`config.mk`:
```
export PLATFORM = sky130hd
export DESIGN_NAME = spi_master_16bit
export DESIGN_NICKNAME = d
export VERILOG_FILES = /design/src/rtl/spi_pkg.sv /design/src/rtl/spi_hp_tick.sv /design/src/rtl/spi_master_16bit.sv
export SDC_FILE = /design/constraint.sdc
export NUM_CORES = 1
export LEC_CHECK = 0
export CORE_MARGIN = 2
export CORE_UTILIZATION = 30
export CTS_BUF_LIST = sky130_fd_sc_hd__clkbuf_8
export CTS_CLUSTER_SIZE = 28
export DETAILED_ROUTE_END_ITERATION = 7
export HOLD_SLACK_MARGIN = 0.02
export PLACE_DENSITY = 0.5
export SYNTH_ARGS = -nofsm -noshare
export SYNTH_HDL_FRONTEND = slang
export SYNTH_SLANG_ARGS = --single-unit
```
`constraint.sdc`:
```
create_clock -name clk_in -period 2.4 [get_ports clk_in]
set_input_delay 0.24 -clock clk_in [delete_from_list [all_inputs] [get_ports clk_in]]
set_output_delay 0.24 -clock clk_in [all_outputs]
set_load 0.03 [all_outputs]
```
`src/rtl/spi_pkg.sv`:
```
// Shared constants and state encoding for the 16-bit SPI master/slave pair.
package spi_pkg;

    localparam int unsigned FRAME_BITS  = 16;

    // Legal ranges, also used by the slave side
    localparam int unsigned CLK_DIV_MIN = 2;
    localparam int unsigned CLK_DIV_MAX = 255;
    localparam int unsigned GAP_HP_MIN  = 1;
    localparam int unsigned GAP_HP_MAX  = 15;

    localparam int unsigned HP_CNT_W    = $clog2(CLK_DIV_MAX + 1);
    localparam int unsigned GAP_CNT_W   = $clog2(GAP_HP_MAX + 1);
    localparam int unsigned BIT_CNT_W   = $clog2(FRAME_BITS);

    typedef enum logic [2:0] {
        StIdle,
        StSetup,
        StShift,
        StHold,
        StGap
    } spi_state_e;

    function automatic bit params_legal(input int unsigned clk_div, input int unsigned gap_hp);
        return (clk_div >= CLK_DIV_MIN) && (clk_div <= CLK_DIV_MAX) &&
               (gap_hp >= GAP_HP_MIN) && (gap_hp <= GAP_HP_MAX);
    endfunction

endpackage

```
`src/rtl/spi_hp_tick.sv`:
```
// Half-period tick generator: counts 0..CLK_DIV-1 and pulses tick on the last count.
module spi_hp_tick
    import spi_pkg::*;
#(
    parameter int unsigned CLK_DIV = 6
) (
    input  logic clk_in,
    input  logic rst,
    input  logic clr,
    output logic tick
);

    localparam logic [HP_CNT_W-1:0] HP_LAST = HP_CNT_W'(CLK_DIV - 1);

    logic [HP_CNT_W-1:0] cnt_q, cnt_d;

    always_comb begin
        tick  = !clr && (cnt_q == HP_LAST);
        cnt_d = cnt_q + HP_CNT_W'(1);
        if (clr || tick) begin
            cnt_d = '0;
        end
    end

    always_ff @(posedge clk_in) begin
        if (!rst) begin
            cnt_q <= '0;
        end else begin
            cnt_q <= cnt_d;
        end
    end

endmodule

```
`src/rtl/spi_master_16bit.sv`:
```
// Mode-0 SPI initiator, one 16-bit full-duplex frame per accepted start, index 0 first.
// Optional macro SPI_MASTER_LOOPBACK_EN adds a loopback input that feeds MOSI back into rx.
module spi_master_16bit
    import spi_pkg::*;
#(
    parameter int unsigned CLK_DIV = 6,
    parameter int unsigned GAP_HP  = 1
) (
    input  logic        clk_in,
    input  logic        rst,
    input  logic        start,
    input  logic [0:15] tx_data,
`ifdef SPI_MASTER_LOOPBACK_EN
    input  logic        loopback,
`endif
    output logic        busy,
    output logic        done,
    output logic [0:15] rx_data,
    output logic        SPI_SCLK,
    output logic        SPI_MOSI,
    output logic        SPI_CS,
    input  logic        SPI_MISO
);

    localparam logic [GAP_CNT_W-1:0] GAP_LAST = GAP_CNT_W'(GAP_HP - 1);
    localparam logic [BIT_CNT_W-1:0] BIT_LAST = BIT_CNT_W'(FRAME_BITS - 1);

    spi_state_e                state_q, state_d;
    logic [0:FRAME_BITS-1]     tx_sr_q, tx_sr_d;
    logic [0:FRAME_BITS-1]     rx_sr_q, rx_sr_d;
    logic [0:FRAME_BITS-1]     rx_data_q, rx_data_d;
    logic [0:FRAME_BITS-1]     rx_shift;
    logic [BIT_CNT_W-1:0]      bit_cnt_q, bit_cnt_d;
    logic [GAP_CNT_W-1:0]      gap_cnt_q, gap_cnt_d;
    logic                      sclk_q, sclk_d;
    logic                      cs_q, cs_d;
    logic                      busy_q, busy_d;
    logic                      done_q, done_d;
    logic                      hp_clr, hp_tick;
    logic                      rx_bit;

    assign hp_clr = (state_q == StIdle);

    spi_hp_tick #(
        .CLK_DIV (CLK_DIV)
    ) u_hp_tick (
        .clk_in (clk_in),
        .rst    (rst),
        .clr    (hp_clr),
        .tick   (hp_tick)
    );

`ifdef SPI_MASTER_LOOPBACK_EN
    logic lb_q, lb_d;

    always_ff @(posedge clk_in) begin
        if (!rst) begin
            lb_q <= 1'b0;
        end else begin
            lb_q <= lb_d;
        end
    end

    // tx_sr_q[0] is the bit currently on MOSI
    assign rx_bit = lb_q ? tx_sr_q[0] : SPI_MISO;
`else
    assign rx_bit = SPI_MISO;
`endif

    assign rx_shift = {rx_sr_q[1:FRAME_BITS-1], rx_bit};

    always_comb begin
        state_d   = state_q;
        tx_sr_d   = tx_sr_q;
        rx_sr_d   = rx_sr_q;
        rx_data_d = rx_data_q;
        bit_cnt_d = bit_cnt_q;
        gap_cnt_d = gap_cnt_q;
        sclk_d    = sclk_q;
        cs_d      = cs_q;
        busy_d    = busy_q;
        done_d    = 1'b0;
`ifdef SPI_MASTER_LOOPBACK_EN
        lb_d      = lb_q;
`endif
        case (state_q)
            StIdle: begin
                if (start) begin
                    tx_sr_d   = tx_data;
                    cs_d      = 1'b0;
                    busy_d    = 1'b1;
                    bit_cnt_d = '0;
                    gap_cnt_d = '0;
                    state_d   = StSetup;
`ifdef SPI_MASTER_LOOPBACK_EN
                    lb_d      = loopback;
`endif
                end
            end
            StSetup: begin
                if (hp_tick) begin
                    sclk_d  = 1'b1;
                    rx_sr_d = rx_shift;
                    state_d = StShift;
                end
            end
            StShift: begin
                if (hp_tick) begin
                    if (sclk_q) begin
                        sclk_d    = 1'b0;
                        bit_cnt_d = bit_cnt_q + BIT_CNT_W'(1);
                        // Last bit stays on MOSI until CS rises
                        if (bit_cnt_q == BIT_LAST) begin
                            state_d = StHold;
                        end else begin
                            tx_sr_d = {tx_sr_q[1:FRAME_BITS-1], 1'b0};
                        end
                    end else begin
                        sclk_d  = 1'b1;
                        rx_sr_d = rx_shift;
                    end
                end
            end
            StHold: begin
                if (hp_tick) begin
                    cs_d      = 1'b1;
                    done_d    = 1'b1;
                    rx_data_d = rx_sr_q;
                    tx_sr_d   = '0;
                    gap_cnt_d = '0;
                    state_d   = StGap;
                end
            end
            StGap: begin
                if (hp_tick) begin
                    if (gap_cnt_q == GAP_LAST) begin
                        busy_d  = 1'b0;
                        state_d = StIdle;
                    end else begin
                        gap_cnt_d = gap_cnt_q + GAP_CNT_W'(1);
                    end
                end
            end
            default: begin
                state_d = StIdle;
            end
        endcase
    end

    always_ff @(posedge clk_in) begin
        if (!rst) begin
            state_q   <= StIdle;
            tx_sr_q   <= '0;
            rx_sr_q   <= '0;
            rx_data_q <= '0;
            bit_cnt_q <= '0;
            gap_cnt_q <= '0;
            sclk_q    <= 1'b0;
            cs_q      <= 1'b1;
            busy_q    <= 1'b0;
            done_q    <= 1'b0;
        end else begin
            state_q   <= state_d;
            tx_sr_q   <= tx_sr_d;
            rx_sr_q   <= rx_sr_d;
            rx_data_q <= rx_data_d;
            bit_cnt_q <= bit_cnt_d;
            gap_cnt_q <= gap_cnt_d;
            sclk_q    <= sclk_d;
            cs_q      <= cs_d;
            busy_q    <= busy_d;
            done_q    <= done_d;
        end
    end

    assign busy     = busy_q;
    assign done     = done_q;
    assign rx_data  = rx_data_q;
    assign SPI_SCLK = sclk_q;
    assign SPI_MOSI = tx_sr_q[0];
    assign SPI_CS   = cs_q;

endmodule

```
==> out/summary.md <==
The run finished with clean final reports. Yosys attributes the largest share of cell area to dfxtp_1, mux2i_1, nor2_1. Cells fill 38.7% of the core in the end. Detailed routing inserted a total of 2548 vias.

The most used flip-flop cell after synthesis was dfxtp_1. The horizontal die dimension was 108 µm; the vias per cell was 4.88. Post-synthesis cell type with the largest combined area: dfxtp_1.

The remaining routing DRC violations was 0. For the number of warnings issued by yosys, the log shows 0. The sort of element at the start of the critical path was a flip-flop.

Excluding fillers, the count of instances in the completed layout stands at 522. Entering global routing, the biggest net connects 34 pins. Setup repair after global routing left no endpoint under its margin. For this design the ratio of total power to cell area is 680 nW/µm².

The dominant combinational cell family by area after synthesis was simple AND/OR/NAND/NOR gates. The floorplan step defined a core boundary enclosing 10400 µm². In this run, the number of DRC markers left after iteration 0 of detailed routing was 106. The final routed wire length divided by cell count is 13.9 µm. The detail route stage leaves a number of antenna-violating nets equal to 0. A synthesized cell averages 9.48 µm². Setup violations remaining at the end of the flow were counted as 0. The mapped netlist covers 3240 µm².

Across the run, the number of max-cap violations was 0. The area share of and/or/nand/nor cells after synthesis was 18.6%. The data required time at the worst endpoint was 2.67 ns. The worst path in the final design needs a cycle of 1.96 ns, including I/O delays and setup. The clock network fraction of design power was 42.8%; the clock transition at the registers of the reported paths was 0.07 ns. At the end of routability-driven placement, the weighted congestion stood at 0.808.

The logs give 55.3% for the worst slew margin relative to its limit and 41 for the number of top-level pins. The register-to-register path setup slack was 0.44 ns; the final antenna diode count was 0. The number of clock buffers inserted by TritonCTS is 9.

Of the available clock period, the critical path in the final layout requires 81.9%. The fraction of layout cells with a size suffix above 1 came out at 10.1%. The run gives 0 as the hold violation total from the final report. In this run the worst path has a maximum fanout of 8.

For this run, the total global-route usage over all layers was measured as 13.3%. The tools report the number of antenna violations at the first check in global routing as 0. The setup total negative slack is 0 ns, and the net count reported at finish is 406.

The post-synthesis xor/xnor area fraction was 1.62%; the full die area was 11600 µm². Compared with the post-synthesis result, the final layout area differs by 24.2%. In this run the static leakage power is 1.65 nW. The routed design has 7.23 mm of wire. The logs give 2653 for the via count of the first global-routing pass and 43.9% for the sequential fraction of the synthesis area. Net switching is 24.8% of the power. The kind of end point of the critical path is a flip-flop. The count of cells resized by post-cts repair is 0. The number of buffers inserted for hold repair after clock tree synthesis is 0, and the estimated wirelength of the detail-placed design is 4.74 mm. The number of post-CTS setup repair buffers came out at 0. Global routing finished with a remaining overflow of 0. At the worst endpoint, the arrival time is 2.24 ns. Max-slew violation count: 0. Summing the areas of all fa, ha and maj instances in the mapped netlist gives 1.93% of the synthesized area. Including well taps, the total number of placed cells is 506.

During placement, the flow inserted port buffers numbering 40. Yosys mapped a number of flops with a built-in enable equal to 0. The number of synthesized register bits works out to 71.

TritonCTS built the clock tree. In this run the number of H-tree levels came out at 3. Maximum achievable frequency: 0.509 GHz. The netlist uses 50 different library cells. The proportion of synthesized area in mux cells is 15.1%, and the filler cell count is 1103. Between clock sinks in the finished design, the worst skew comes to 0.0106 ns. The die is 108 µm tall. For this run, asynchronously set or reset flops after synthesis account for 0%. The run gives 0.00206 W as the internal power. The cell count after synthesis came out at 342. The first global-routing pass estimated 12.3 mm of wire. Row generation in the floorplan step produced 37 rows. The initial core utilization is 31.1%, and the compound-gate portion of the synthesized area is 13.9%. Combinational logic burns 11.2% of the power. Worst hold path class: reg -> reg. No sink is reached through more buffers than the 2 on the longest clock path. The path type of the worst setup path is reg -> reg.

Counting every net in the synthesized netlist gives 367. The run gives 71 as the number of clock sinks. The CTS root buffer is clkbuf_8. Total power for the finished layout comes to 0.00274 W. For this design the total switching power over the nets is 0.000678 W. For the maximum ir drop on the vdd rail, the log shows 420 µV.

The logs give 0.35 ns for the latest clock arrival within the worst-skew pair and 4 for the detailed-router iteration count before antenna repair. In the synthesized netlist, the cells that appear most often are dfxtp_1, mux2i_1, nor2_1, a21oi_1, nor2b_1. The measured slew at the worst slew-check pin came out at 0.668 ns. dfxtp_1 is the most common cell in the netlist. For the part of the total power dissipated in sequential elements, the log shows 46.0%. Summed over its instances, the top area cell type makes up 43.9% of the synthesized netlist area.
==> layout make-up <==
cell class | instances | area, µm² | share of cell area, %
Tap cell | 136 | 170 | 4.23
Clock buffer | 9 | 124 | 3.08
Timing Repair Buffer | 52 | 503 | 12.5
Sequential cell | 71 | 1420 | 35.3
Clock inverter | 7 | 120 | 2.98
Multi-Input combinational cell | 239 | 1660 | 41.2
Inverter | 8 | 30.0 | 0.746
==> flip-flops by register name (all words and copies together) (netlist names) <==
register,flops
u_hp_tick.cnt_q,8
SPI_CS,1
SPI_SCLK,1
tx_sr_q,16
bit_cnt_q,4
busy,1
gap_cnt_q,4
done,1
state_q,3
rx_sr_q,16
rx_data,16
==> worst max-delay path, stage by stage (launching register included) <==
cell      delay [ns]
dfxtp_1         0.40
ha_1            0.17
nor4b_4         0.43
and2_1          0.41
o2111a_1        0.30
mux2i_1         0.19
==> power by group through the flow <==
stage	sequential [W]	clock, W	combinational, W
finish	0.00126	0.00117	0.000306
global route	0.00127	0.00126	0.000339
CTS	0.00126	0.00121	0.000310
detailed placement	0.00129	0	0.000309
global placement	0.00129	0	0.000308
floorplan	0.00128	0	0.000211
==> path summary, 6_finish.rpt <==
| kind | endpoint | depth (start not counted) | from |
|---|---|---|---|
| setup reg to reg | state_q[0] | 5 | u_hp_tick.cnt_q[0] |
| hold reg to reg | tx_sr_q[15] | 2 | tx_sr_q[15] |
| setup / recovery | state_q[0] | 5 | u_hp_tick.cnt_q[0] |
| hold / removal | tx_sr_q[15] | 2 | tx_sr_q[15] |
==> metrics by stage <==
stage	cell area [µm²]	setup slack [ns]	hold WS [ns]
finish	4030	0.435	0.458
global placement	3780	0.378	0.437
global route	4030	0.266	0.475
floorplan	3240	0.679	0.377
CTS	4030	0.425	0.460
detailed placement	3780	0.377	0.449
==> layout by cell type, fill, tap and decap left out, types with 2 or more instances in the layout <==
| cell | count |
|---|---|
| ha_1 | 5 |
| clkbuf_8 | 9 |
| a211oi_1 | 15 |
| o2111ai_1 | 3 |
| clkinv_4 | 2 |
| a21oi_2 | 2 |
| buf_4 | 11 |
| bufinv_16 | 3 |
| nor2_1 | 45 |
| nand3_1 | 15 |
| nand4_1 | 2 |
| nor2b_1 | 17 |
| or3b_2 | 3 |
| a31oi_1 | 2 |
| clkdlybuf4s50_1 | 40 |
| inv_1 | 9 |
| mux2i_1 | 49 |
| dfxtp_1 | 71 |
| nand2_1 | 13 |
| o32ai_1 | 2 |
| xnor2_1 | 3 |
| o21ai_0 | 3 |
| and2_1 | 3 |
| nor3b_1 | 3 |
| o211ai_1 | 2 |
| nor3_1 | 2 |
| or2_2 | 2 |
| xor2_1 | 3 |
| a21oi_1 | 24 |
==> kinds of logic after synthesis <==
logic type | count (synthesis)
mux | 49
flops | 71
simple gates | 115
fa+ha+maj | 5
xor+xnor | 6
compound gates | 64
buf+inv | 32
==> layer usage <==
| layer | up-vias | track usage [%] | wire length, µm |
|---|---|---|---|
| li1 | 1285 | - | - |
| met2 | 46 | 22.2 | 3440 |
| met4 | 0 | 5.13 | 116 |
| met5 | - | 0 | 0 |
| met3 | 10 | 4.22 | 294 |
| met1 | 1207 | 16.1 | 3380 |
Note: power is estimated with default switching activity, not from simulation.
